## src/rtl/rdyack_rr_arbiter_pkg.sv

```systemverilog
// Shared types and the rotating priority search used by the rdy/ack arbiters.
// Widths here are upper bounds; instantiations use at most MAX_N sources.
package rdyack_rr_arbiter_pkg;

    localparam int unsigned MAX_N = 32;
    localparam int unsigned IDX_W = 5;
    localparam int unsigned CNT_W = 8;

    typedef struct packed {
        logic [IDX_W-1:0] last;
        logic [CNT_W-1:0] cnt;
    } arb_state_t;

    typedef struct packed {
        logic             found;
        logic [IDX_W-1:0] idx;
    } pick_t;

    // First set bit of req[0..n-1], scanning upward from start and wrapping at n.
    function automatic pick_t rot_prio_pick(input logic [MAX_N-1:0] req,
                                            input int unsigned      n,
                                            input int unsigned      start);
        pick_t       r;
        int unsigned j;
        r = '0;
        for (int unsigned k = 0; k < MAX_N; k++) begin
            if (k < n) begin
                j = (start + k) % n;
                if (!r.found && req[j[IDX_W-1:0]]) begin
                    r.found = 1'b1;
                    r.idx   = j[IDX_W-1:0];
                end
            end
        end
        return r;
    endfunction

endpackage

```

## src/rtl/rdyack_rr_arbiter_pick.sv

```systemverilog
// Combinational rotating priority picker: first requester at or after i_start.
module rr_prio_pick
    import rdyack_rr_arbiter_pkg::*;
#(
    parameter int N  = 4,
    parameter int IW = $clog2(N)
) (
    input  logic [N-1:0]     i_req,
    input  logic [IDX_W-1:0] i_start,
    output logic             o_found,
    output logic [IW-1:0]    o_idx
);

    pick_t w_pick;

    always_comb begin
        w_pick = rot_prio_pick(MAX_N'(i_req), N, 32'(i_start));
    end

    assign o_found = w_pick.found;
    assign o_idx   = IW'(w_pick.idx);

endmodule

```

## src/rtl/rdyack_rr_arbiter.sv

```systemverilog
// Round-robin arbiter for N rdy/ack sources onto one registered rdy/ack output,
// with an optional burst lock and load controls for an external data mux/register.
module rdyack_rr_arbiter
    import rdyack_rr_arbiter_pkg::*;
#(
    parameter int N     = 4,
    parameter int BURST = 1,
    parameter int IW    = $clog2(N)
) (
    input  logic          i_clk,
    input  logic          i_rst,
    input  logic [N-1:0]  src_rdys,
    output logic [N-1:0]  src_acks,
    input  logic [N-1:0]  i_mask,
    output logic          dst_rdy,
    input  logic          dst_ack,
    output logic          o_load_en,
    output logic [IW-1:0] o_load_sel,
    output logic [IW-1:0] o_sel
);

    localparam logic [IDX_W-1:0] LAST_RST = IDX_W'(N-1);
    localparam logic [CNT_W-1:0] CNT_MAX  = CNT_W'(BURST-1);
    localparam int               WAIT_LIM = N * BURST;
    localparam int               WAIT_W   = $clog2(WAIT_LIM + 2);

    arb_state_t       r_state;
    logic [N-1:0]     w_req;
    logic [N-1:0]     w_last_oh;
    logic [IDX_W-1:0] w_rr_start;
    logic             w_lock_found;
    logic             w_rr_found;
    logic             w_lock;
    logic             w_found;
    logic             w_can_load;
    logic             w_same;
    logic [IW-1:0]    w_lock_idx;
    logic [IW-1:0]    w_rr_idx;
    logic [IW-1:0]    w_win;

    assign w_req      = src_rdys & ~i_mask;
    assign w_last_oh  = N'(1) << r_state.last;
    assign w_rr_start = (r_state.last == LAST_RST) ? '0 : r_state.last + 1'b1;

    // Lock path only sees the previous winner; it reports whether that source is still eligible.
    rr_prio_pick #(.N(N), .IW(IW)) u_lock_pick (
        .i_req   (w_req & w_last_oh),
        .i_start (r_state.last),
        .o_found (w_lock_found),
        .o_idx   (w_lock_idx)
    );

    rr_prio_pick #(.N(N), .IW(IW)) u_rr_pick (
        .i_req   (w_req),
        .i_start (w_rr_start),
        .o_found (w_rr_found),
        .o_idx   (w_rr_idx)
    );

    // cnt never exceeds CNT_MAX, so inequality is the "below limit" test; BURST=1 never locks.
    assign w_lock     = w_lock_found && (r_state.cnt != CNT_MAX);
    assign w_found    = w_lock || w_rr_found;
    assign w_win      = w_lock ? w_lock_idx : w_rr_idx;
    assign w_can_load = !dst_rdy || dst_ack;
    assign w_same     = (IDX_W'(w_win) == r_state.last);

    assign o_load_en  = w_can_load && w_found;
    assign o_load_sel = w_win;
    assign src_acks   = o_load_en ? (N'(1) << w_win) : '0;

    always_ff @(posedge i_clk or negedge i_rst) begin
        if (!i_rst) begin
            r_state.last <= LAST_RST;
            r_state.cnt  <= '0;
            dst_rdy      <= 1'b0;
            o_sel        <= '0;
        end else begin
            dst_rdy <= o_load_en || (dst_rdy && !dst_ack);
            if (o_load_en) begin
                r_state.last <= IDX_W'(w_win);
                if (!w_same)
                    r_state.cnt <= '0;
                else if (r_state.cnt != CNT_MAX)
                    r_state.cnt <= r_state.cnt + 1'b1;
                o_sel <= w_win;
            end
        end
    end

    // Grants handed to other sources while each eligible source waits.
    logic [N-1:0][WAIT_W-1:0] r_wait;

    always_ff @(posedge i_clk or negedge i_rst) begin
        if (!i_rst) begin
            r_wait <= '0;
        end else begin
            for (int i = 0; i < N; i++) begin
                if (!w_req[i] || src_acks[i])
                    r_wait[i] <= '0;
                else if (o_load_en && (r_wait[i] != WAIT_W'(WAIT_LIM + 1)))
                    r_wait[i] <= r_wait[i] + 1'b1;
            end
        end
    end

    always @(posedge i_clk) begin
        if (i_rst) begin
            a_acks_onehot: assert ($onehot0(src_acks));
            for (int i = 0; i < N; i++) begin
                a_no_starve: assert (r_wait[i] < WAIT_W'(WAIT_LIM));
            end
        end
    end

    a_out_stable: assert property (@(posedge i_clk) disable iff (!i_rst)
        (dst_rdy && !dst_ack) |=> (dst_rdy && $stable(o_sel)));

endmodule

```

## config.mk

```make
export PLATFORM = sky130hd
export DESIGN_NAME = rdyack_rr_arbiter
export DESIGN_NICKNAME = d
export VERILOG_FILES = /design/src/rtl/rdyack_rr_arbiter_pkg.sv /design/src/rtl/rdyack_rr_arbiter_pick.sv /design/src/rtl/rdyack_rr_arbiter.sv
export SDC_FILE = /design/constraint.sdc
export NUM_CORES = 1
export LEC_CHECK = 0
export BUFFER_PORTS_ARGS = -buffer_cell sky130_fd_sc_hd__buf_2
export CAP_MARGIN = 25
export CELL_PAD_IN_SITES_DETAIL_PLACEMENT = 1
export CELL_PAD_IN_SITES_GLOBAL_PLACEMENT = 1
export CORE_ASPECT_RATIO = 0.8
export CORE_MARGIN = 2
export CORE_UTILIZATION = 37
export CTS_CLUSTER_DIAMETER = 30
export DETAILED_ROUTE_END_ITERATION = 8
export GPL_ROUTABILITY_DRIVEN = 0
export PLACE_DENSITY = 0.74
export SYNTH_ARGS = -nofsm -noshare
export SYNTH_HDL_FRONTEND = slang
export SYNTH_SLANG_ARGS = --single-unit
```

## constraint.sdc

```tcl
create_clock -name i_clk -period 2.6 [get_ports i_clk]
set_input_delay 0.39 -clock i_clk [delete_from_list [all_inputs] [get_ports i_clk]]
set_output_delay 0.39 -clock i_clk [all_outputs]
set_load 0.005 [all_outputs]
```

* Word level (Yosys, flattened, before mapping) *
Index checks and enable logic that the tools add are counted.
Widths: inputs -> output; s select.

operators by class
  $add $sub $neg = 8
  $lt $le $gt $ge = 8
  equality and inequality tests = 3
  shift-type cells = 2
  muxes and demuxes = 29
  bitwise gates (word level) = 3
  reduce and logical (&&, ||, !) cells = 22

operators with widths
  operator             number
  $lt 2x6->1 const B   8
  $mux 6               8
  $bmux 1 s2           8
  $mux 8               2
  $logic_and 1x1->1    9
  $add 2x2->2 const B  4
  $add 8x1->8 const B  1
  $and 4x4->4          2
  $logic_not 1->1      8
  $mux 1               8
  $reduce_bool 8->1    1
  $shl 1x2->4 const A  2
  $add 2x1->2 const B  3
  $mux 2               2
  $mux 4               1
  $not 4->4            1
  $logic_or 1x1->1     3
  $eq 2x2->1           1
  $eq 2x2->1 const B   1
  $ne 2x1->1 const B   1
  $reduce_and 2->1     1

word-level totals
  bits in registers = 13
  bits of input ports = 11
  output and inout bits = 10
  word-level logic and storage cells = 79

* Depth between registers and ports, before layout *
Gate-level depths: netlist of run 1.

  word-level depth = 20
  mapped depth = 11

* By module *
From an unflattened synthesis of run 1, not the netlist that was laid out.

second synthesis, totals
  cells, all modules = 131
  area, all modules = 1084.8 um^2

by module, submodules not included
  module             times used  cells an instance  area an instance (um^2)  seq. area each (um^2)
  rdyack_rr_arbiter  1           101                929.6                    327.8
  rr_prio_pick       2           15                 77.6                     0.0

* Worst setup path after synthesis of run 1 *
OpenSTA, ideal clock, no wires.

  path type = register to output
  from = reg r_state[8] (netlist name)
  to = out src_acks[2]
  arrival = 2.495 ns
  required time = 2.210 ns
  setup slack = -0.285 ns
  cell stages (with the launch flop) = 12
  cell sequence = dfstp_2 clkbuf_1 inv_1 ha_1 clkbuf_1 nand4b_1 nand4_1 nor3_1 a41o_1 a21oi_2 nand2_1 nor2_1

on the way
  word-level cells in the longest chain between the ends = 18

ends and longest elaborated chain
  what                                                                  line                     text
  start, declared                                                       rdyack_rr_arbiter.sv:27  arb_state_t r_state;
  parallel branches: the longest is 15 deep, another holds $add 2x1->2  --
  $mux 2 (*)                                                            rdyack_rr_arbiter.sv:63  assign w_win = w_lock ? w_lock_idx : w_rr_idx;
  named net o_load_sel[1]                                               rdyack_rr_arbiter.sv:18  output logic [IW-1:0] o_load_sel,
  $shl 1x2->4 (*)                                                       rdyack_rr_arbiter.sv:69  assign src_acks = o_load_en ? (N'(1) << w_win) : '0;
  $mux 4 (*)                                                            rdyack_rr_arbiter.sv:69
  end, declared                                                         rdyack_rr_arbiter.sv:13  output logic [N-1:0] src_acks,

Mark *: on every way through the listed nets, which the timed path passes. The select of a mux whose other input is x is not followed.

* Worst setup path after layout of run 1 *
  from = reg r_state[9] (netlist name)
  to = out src_acks[3]

on the way
  word-level cells in the longest chain between the ends = 18

ends and longest elaborated chain
  what                                                                  line
  parallel branches: the longest is 17 deep, another holds $add 2x1->2  --
  $mux 4 (*)                                                            rdyack_rr_arbiter.sv:69

Mark *: on every way between the ends. The select of a mux whose other input is x is not followed.

==> results.py, run 1 <==
metrics = {
    "critical_path": {
        "critPathKind": "register to output pin",
        "arrival_ns": 2.58,
        "worstReg2RegStart": "r_state[8]",
        "crit_path_end_kind": "output pin",
        "cp.required_ns": 2.21,
        "path_max_fanout": 9,
        "startpoint_type": "register",
        "ff2ff_setup_slack_ns": -0.12,
        "crit_start": "r_state[9]",
    },
    "pwr": {
        "power.leakage_nw": 0.836,
        "pwr-share-seq_pct": 14.9,
        "worst_ir_drop_vdd_v": 0.000521,
        "p_sw_mw": 0.902,
        "swShare_pct": 47.6,
        "intPower_mw": 0.992,
        "p_per_area_mw_per_mm2": 1020,
        "p_comb_share_pct": 74.7,
        "clkPwrFrac_pct": 10.4,
    },
    "global_route": {
        "grt_pass1_wl_mm": 7.09,
        "antenna_found_initial": 0,
        "first_global_vias": 1411,
        "gr-total-overflow": 0,
        "grt_max_degree": 16,
        "groute.usage.overall_pct": 26.5,
    },
    "flow_run": {
        "drv_cap": 0,
    },
    "synthesis": {
        "synth_cell_types": 43,
        "syn-cell-area_sq_mm": 0.00119,
        "synth_area_leader_cell": "dfrtp_1",
        "dominantRegCellSynth": "dfrtp_1",
        "syn-num-nets": 165,
        "synth_warnings": 0,
        "synth.top_cell.area_share_pct": 23.1,
        "seq_area_frac_synth_pct": 27.5,
        "ys_seq_elements": 13,
        "synth_edf_count": 0,
        "syn_inst": 148,
        "synthArstFlopShare_pct": 100,
        "syn_avg_cell_area_sq_um": 8.07,
        "synth.area.top_cells": "dfrtp_1 (23%), ha_1 (6.3%), nor2_1 (5.3%)",
    },
    "hold_path": {
        "hp-class": "input pin to async pin",
    },
    "sta": {
        "setup_violations": 14,
        "period_needed_ns": 2.97,
        "worstMarginPinSlew_ns": 0.649,
        "skew_ns": 0.000667,
        "fmax_ghz": 0.337,
        "max-slew-margin-rel_pct": 56.6,
        "final.setup.tns_ns": -2.24,
        "period_share_pct": 114,
        "hold_viol_final": 0,
        "rsz0062_at_grt": "true",
        "worst_slack_ns": -0.371,
        "drv_slew": 0,
        "fin_hold_ws_ns": 0.0145,
    },
    "die": {
        "placementRows": 18,
        "initial_core_util_pct": 38.7,
        "die_h_um": 54.8,
        "die_area_sq_mm": 0.00370,
        "core_area_sq_mm": 0.00309,
        "die_w_um": 67.5,
        "ios": 21,
    },
    "placed_design": {
        "hpwl_mm": 2.97,
        "portBuffers": 20,
        "placedInstanceArea_sq_mm": 0.00146,
    },
    "cts": {
        "h-tree-depth": 1,
        "cts_buffer_depth": 2,
        "cts-root-buf": "clkbuf_8",
        "cts_sinks": 13,
        "cts_made_buffers": 3,
        "cts.reportedPaths.clkPinSlew_ns": 0.06,
        "cts_tree": "done",
        "clkLatencyLatePin_ns": 0.26,
    },
    "final_layout": {
        "layout-drive-gt1-share_pct": 47.5,
        "final_cell_area_sq_mm": 0.00186,
        "diodes": 0,
        "fillers": 352,
        "areaGrowthSynthToFinish_pct": 55.5,
        "nets": 222,
        "multi_input_area_sq_um": 983,
        "seqCellArea_sq_um": 328,
    },
    "detailed_routing": {
        "drt_iter0_drc": 106,
        "wl_mm": 5.88,
        "wl_per_cell_um": 24.1,
        "drcViolationCount": 0,
        "drtAntennaViolNets": 0,
        "via_count": 1536,
        "viasPerCell": 6.30,
        "firstDrtPassIters": 4,
    },
    "status": {
        "violations": "setup timing",
        "status": "finished, violations left",
    },
}
[sequential cells by signal, summed over array words and instances (netlist names)]
| signal | flops |
|---|---|
| r_state | 10 |
| dst_rdy | 1 |
| o_sel | 2 |
[area by class of cell]
class,instances,area share [%]
Tap cell,40,2.70
Timing Repair Buffer,58,22.6
Multi-Input combinational cell,121,53.0
Clock buffer,4,2.43
Sequential cell,13,17.7
Inverter,8,1.62
[power by group through the flow]
stage / logic (mW) / registers, mW / clock network [mW]
after floorplan: 0.537 / 0.280 / 0
after global placement: 0.848 / 0.268 / 0
after detailed placement: 0.880 / 0.270 / 0
after CTS: 0.992 / 0.269 / 0.185
after global routing: 1.48 / 0.282 / 0.209
final: 1.42 / 0.282 / 0.196
[critical path, cell delays in order (launching register included)]
cell and delay, ns:
dfstp_2 0.55, buf_4 0.20, ha_2 0.28, nand3b_1 0.14, a31o_2 0.30, a211oi_2 0.21
nand3_1 0.16, buf_4 0.17, and3_1 0.18, buf_2 0.12
[cells in the final DEF, fill, tap and decap left out, types with 4 or more instances in the layout]
cell / n
nand2_1: 15
o21ai_0: 4
inv_2: 4
nor2b_1: 4
nor2_1: 15
dfrtp_1: 11
buf_4: 32
a21oi_1: 10
buf_2: 20
nand4b_1: 4
xor2_1: 5
inv_1: 4
nand4_1: 5
ha_4: 4
[layer usage]
layer  up-vias  global-route usage [%]  wire length (um)
met3        21                    7.00               416
met4         0                    8.84               175
met1       774                    35.0              2590
met5         -                       0                 0
li1        657                       -                 -
met2        84                    42.0              2700
[worst paths after layout]
| check | depth (start not counted) | to |
|---|---|---|
| min in group i_clk | 3 | dst_rdy |
| setup reg to reg | 10 | r_state[0] |
| setup / recovery | 9 | src_acks[3] |
| max in group asynchronous | 1 | r_state[9] |
| hold / removal | 1 | r_state[6] |
| hold reg to reg | 2 | o_sel[1] |
[cell families after synthesis]
logic type / Yosys count / share of synthesized area (%)
adders and majority gates: 6 / 6.29
and+or+nand+nor: 68 / 32.3
xor gates and xnor gates: 6 / 4.40
DFF: 13 / 27.5
buffers and inverters: 14 / 4.51
AOI/OAI and AO/OA: 41 / 25.1
[Yosys cell counts (2+ instances only)]
library cell	count
xor2_1	5
a221oi_1	4
nor3_1	4
nand2b_1	3
inv_1	8
a21oi_1	12
nand4b_1	4
nand3_1	3
dfstp_2	2
nor2b_1	5
o21ai_0	6
nand4bb_1	2
ha_1	6
nand4_1	5
clkbuf_1	5
nor2_1	17
nand3b_1	3
nand2_1	16
a31oi_1	4
dfrtp_1	11
[timing repair]
action,CTS,global route
pin swaps,4,16
buffers inserted,6,14
hold buffers,0,0
resized for setup,13,29
endpoints found under the setup margin,13,14
[stage by stage]
step                power (mW)  cells  utilization (%)  setup WS (ns)
finish                    1.89    244             60.1         -0.371
global route              1.97    244             60.1         -0.434
CTS                       1.45    230             51.8         -0.276
detailed placement        1.15    220             47.2        -0.0965
global placement          1.12    220             47.2        -0.0165
floorplan                0.817    148                -       -0.00508
Power figures use the tool's default switching activity.
==> inputs of run 2 (changes only) <==
--- a/config.mk
+++ b/config.mk
@@ -5,6 +5,7 @@
 export SDC_FILE = /design/constraint.sdc
 export NUM_CORES = 1
 export LEC_CHECK = 0
+export ABC_AREA = 1
 export BUFFER_PORTS_ARGS = -buffer_cell sky130_fd_sc_hd__buf_2
 export CAP_MARGIN = 25
 export CELL_PAD_IN_SITES_DETAIL_PLACEMENT = 1
@@ -15,7 +16,8 @@
 export CTS_CLUSTER_DIAMETER = 30
 export DETAILED_ROUTE_END_ITERATION = 8
 export GPL_ROUTABILITY_DRIVEN = 0
-export PLACE_DENSITY = 0.74
+export GPL_TIMING_DRIVEN = 0
+export PLACE_DENSITY = 0.73
 export SYNTH_ARGS = -nofsm -noshare
 export SYNTH_HDL_FRONTEND = slang
 export SYNTH_SLANG_ARGS = --single-unit
==> run 2 against run 1 <==
  * The run still ends with setup timing left
  * Hold slack better by 0.0061 ns
  * Final cell count increased by 37%
  * Non-clock buffer count shrank 4
  * Wire length is 9.5% lower
  * Flip-flop and latch count is the same
  * Synthesized cell count grew 50%
  * Area after synthesis up 30%
  * Final area up 22%
  * First-iteration DRC count is 43% lower
  * Via count rose by 9.8%
  * Critical endpoint is now src_acks[0]
  * Largest cell class unchanged
==> results.py, run 2 <==
metrics = {
    "status": {
        "status": "finished, violations left",
        "violations": "setup timing",
    },
    "critical_path": {
        "path_max_fanout": 4,
        "startpoint_type": "register",
        "arrival_ns": 2.52,
        "critPathKind": "register to output pin",
        "crit_path_end_kind": "output pin",
        "cp.required_ns": 2.21,
        "cp_slowest_cell": "dfstp_2",
        "cpMostUsedCell": "nand2_2",
        "slowest_delay_ns": 0.56,
        "path_cells": "clkinvlp_4 > buf_4 > ha_2 > nand4_1 > nand3_1 > nand2_2 > nand4_4 > nand2_4 > nand3_2 > nand2_2 > inv_4 > nor3_2 > buf_2",
    },
    "sta": {
        "worstMarginPinSlew_ns": 0.355,
        "setup_violations": 15,
        "period_share_pct": 112,
        "hold_viol_final": 0,
        "period_needed_ns": 2.91,
        "fmax_ghz": 0.343,
        "worst_slack_ns": -0.315,
        "drv_slew": 0,
        "skew_ns": 0.00305,
        "max-slew-margin-rel_pct": 76.2,
        "rsz0062_at_grt": "true",
    },
    "cts": {
        "ctsHoldBuffers": 0,
        "cts_made_buffers": 3,
        "cts.reportedPaths.clkPinSlew_ns": 0.06,
        "cts_sinks": 13,
        "clkLatencyLatePin_ns": 0.25,
        "cts-root-buf": "clkbuf_8",
        "h-tree-depth": 1,
        "cts_buffer_depth": 2,
        "cts_tree": "done",
    },
    "synthesis": {
        "synth_compound_gate_area_share_pct": 2.65,
        "yosysMostFrequentCell": "nand2_1",
        "dominantRegCellSynth": "dfrtp_1",
        "syn_avg_cell_area_sq_um": 7.01,
        "synth.top_cell.area_share_pct": 17.7,
        "synth_area_leader_cell": "dfrtp_1",
        "seq_area_frac_synth_pct": 21.1,
        "synth_cell_types": 26,
        "yosys.area_share.adder_pct": 4.83,
        "synth_warnings": 0,
        "synth-simple-area-share_pct": 58.8,
        "synthArstFlopShare_pct": 100,
        "yosys.area_share.xor_xnor_pct": 3.94,
        "syn-num-nets": 239,
        "muxShareOfSynthArea_pct": 0,
        "ys_top_cells_by_count": "nand2_1 (57), nand3_1 (34), nand2_2 (21)",
        "synth_top_family_by_area": "simple AND/OR/NAND/NOR gates",
        "syn-cell-area_sq_mm": 0.00156,
        "synth_edf_count": 0,
        "syn_inst": 222,
        "synth.area.top_cells": "dfrtp_1 (18%), nand2_1 (14%), nand3_1 (11%)",
        "ys_seq_elements": 13,
    },
    "final_layout": {
        "seqCellArea_sq_um": 328,
        "largest_reg_flops": 10,
        "largestRegisters": "r_state (10), o_sel (2), dst_rdy (1)",
        "final_common_cell": "nand2_1",
        "fillers": 516,
        "diodes": 0,
        "areaGrowthSynthToFinish_pct": 46.0,
        "multi_input_area_sq_mm": 0.00131,
        "most-common-layout-cells": "nand2_1 (45), nand3_1 (28), buf_4 (28), nand2_2 (21), buf_2 (19)",
        "top_register": "r_state",
        "layout-drive-gt1-share_pct": 53.1,
        "utilization_pct": 55.4,
        "nets": 295,
    },
    "detailed_routing": {
        "wl_per_cell_um": 15.9,
        "via_count": 1686,
        "drtAntennaViolNets": 0,
        "wl_mm": 5.32,
        "viasPerCell": 5.05,
        "drcViolationCount": 0,
        "firstDrtPassIters": 4,
        "drt_iter0_drc": 60,
    },
    "global_route": {
        "antenna_found_initial": 0,
        "gr-total-overflow": 0,
        "grt_max_degree": 14,
        "first_global_vias": 1595,
        "grt_pass1_wl_mm": 7.64,
        "groute.usage.overall_pct": 20.6,
    },
    "flow_run": {
        "drv_cap": 0,
    },
    "placed_design": {
        "hpwl_mm": 3.22,
        "portBuffers": 20,
    },
    "die": {
        "die_area_sq_mm": 0.00474,
        "ios": 21,
        "die_w_um": 76.5,
        "placementRows": 21,
        "core_area_sq_mm": 0.00410,
        "die_h_um": 62.0,
        "initial_core_util_pct": 37.9,
    },
    "hold_path": {
        "hp-class": "input pin to async pin",
    },
}
-- run 2: cell type report --
| cell class | count | share of cell area (%) |
|---|---|---|
| plain buffers | 3 | 2.26 |
| well taps | 57 | 3.14 |
| repair buffers | 51 | 15.4 |
| clock buffers | 4 | 1.98 |
| flip-flops and latches | 13 | 14.4 |
| inverters | 26 | 5.01 |
| multi-input cells | 180 | 57.7 |
-- run 2: final timing paths --
path	startpoint	endpoint	slack [ns]	depth (start not counted)
min	i_rst	r_state[6]	0.02	1
max reg2reg	r_state[9]	r_state[5]	-0.15	17
min in group i_clk	dst_ack	dst_rdy	0.33	2
min reg2reg	o_sel[1]	o_sel[1]	0.48	2
max	r_state[9]	src_acks[0]	-0.31	13
max in group asynchronous	i_rst	r_state[8]	2.30	1
-- run 2: per-stage QoR --
| step | std cells | setup slack [ns] | area [sq um] | TNS (ns) | hold slack (ns) |
|---|---|---|---|---|---|
| 3_5_place_dp | 299 | -0.430 | 1750 | -1.80 | 0.299 |
| 2_1_floorplan | 222 | 0.0417 | 1570 | 0 | 0.0944 |
| 4_1_cts | 323 | -0.263 | 2080 | -1.67 | 0.0272 |
| 6_report | 334 | -0.315 | 2270 | -2.66 | 0.0206 |
| 3_3_place_gp | 299 | -0.431 | 1750 | -1.46 | 0.296 |
| 5_1_grt | 334 | -0.411 | 2270 | -3.98 | 0.0416 |
-- run 2: per-layer routing --
| layer | global-route usage [%] | vias up | share of wire, % |
|---|---|---|---|
| met3 | 3.61 | 6 | 1.7 |
| met4 | 3.12 | 0 | 1.1 |
| met2 | 34.8 | 18 | 49 |
| met1 | 28.9 | 821 | 48 |
| li1 | - | 841 | - |
| met5 | 0 | - | 0 |
-- run 2: cell families after synthesis --
| family | Yosys count |
|---|---|
| adder cells (fa/ha/maj) | 6 |
| AND/OR/NAND/NOR | 161 |
| AO/OA/AOI/OAI | 6 |
| buffers and inverters | 29 |
| flip-flops | 13 |
| XOR/XNOR | 7 |
-- run 2: what timing repair did --
| action | 4_1_cts | 5_1_grt |
|---|---|---|
| endpoints found under the setup margin | 15 | 15 |
| resized for setup | 33 | 25 |
| pin swaps | 24 | 25 |
| setup buffers | 20 | 11 |
-- run 2: critical path, delay by kind of cell (launching register included) --
family | cells | cell delay [ns]
flops | 1 | 0.56
buf+inv | 4 | 0.51
simple gates | 8 | 0.99
fa+ha+maj | 1 | 0.18
Power of run 2 is not shown: default switching activity piles up to over one toggle a cycle in this logic, so the estimate is an artifact.
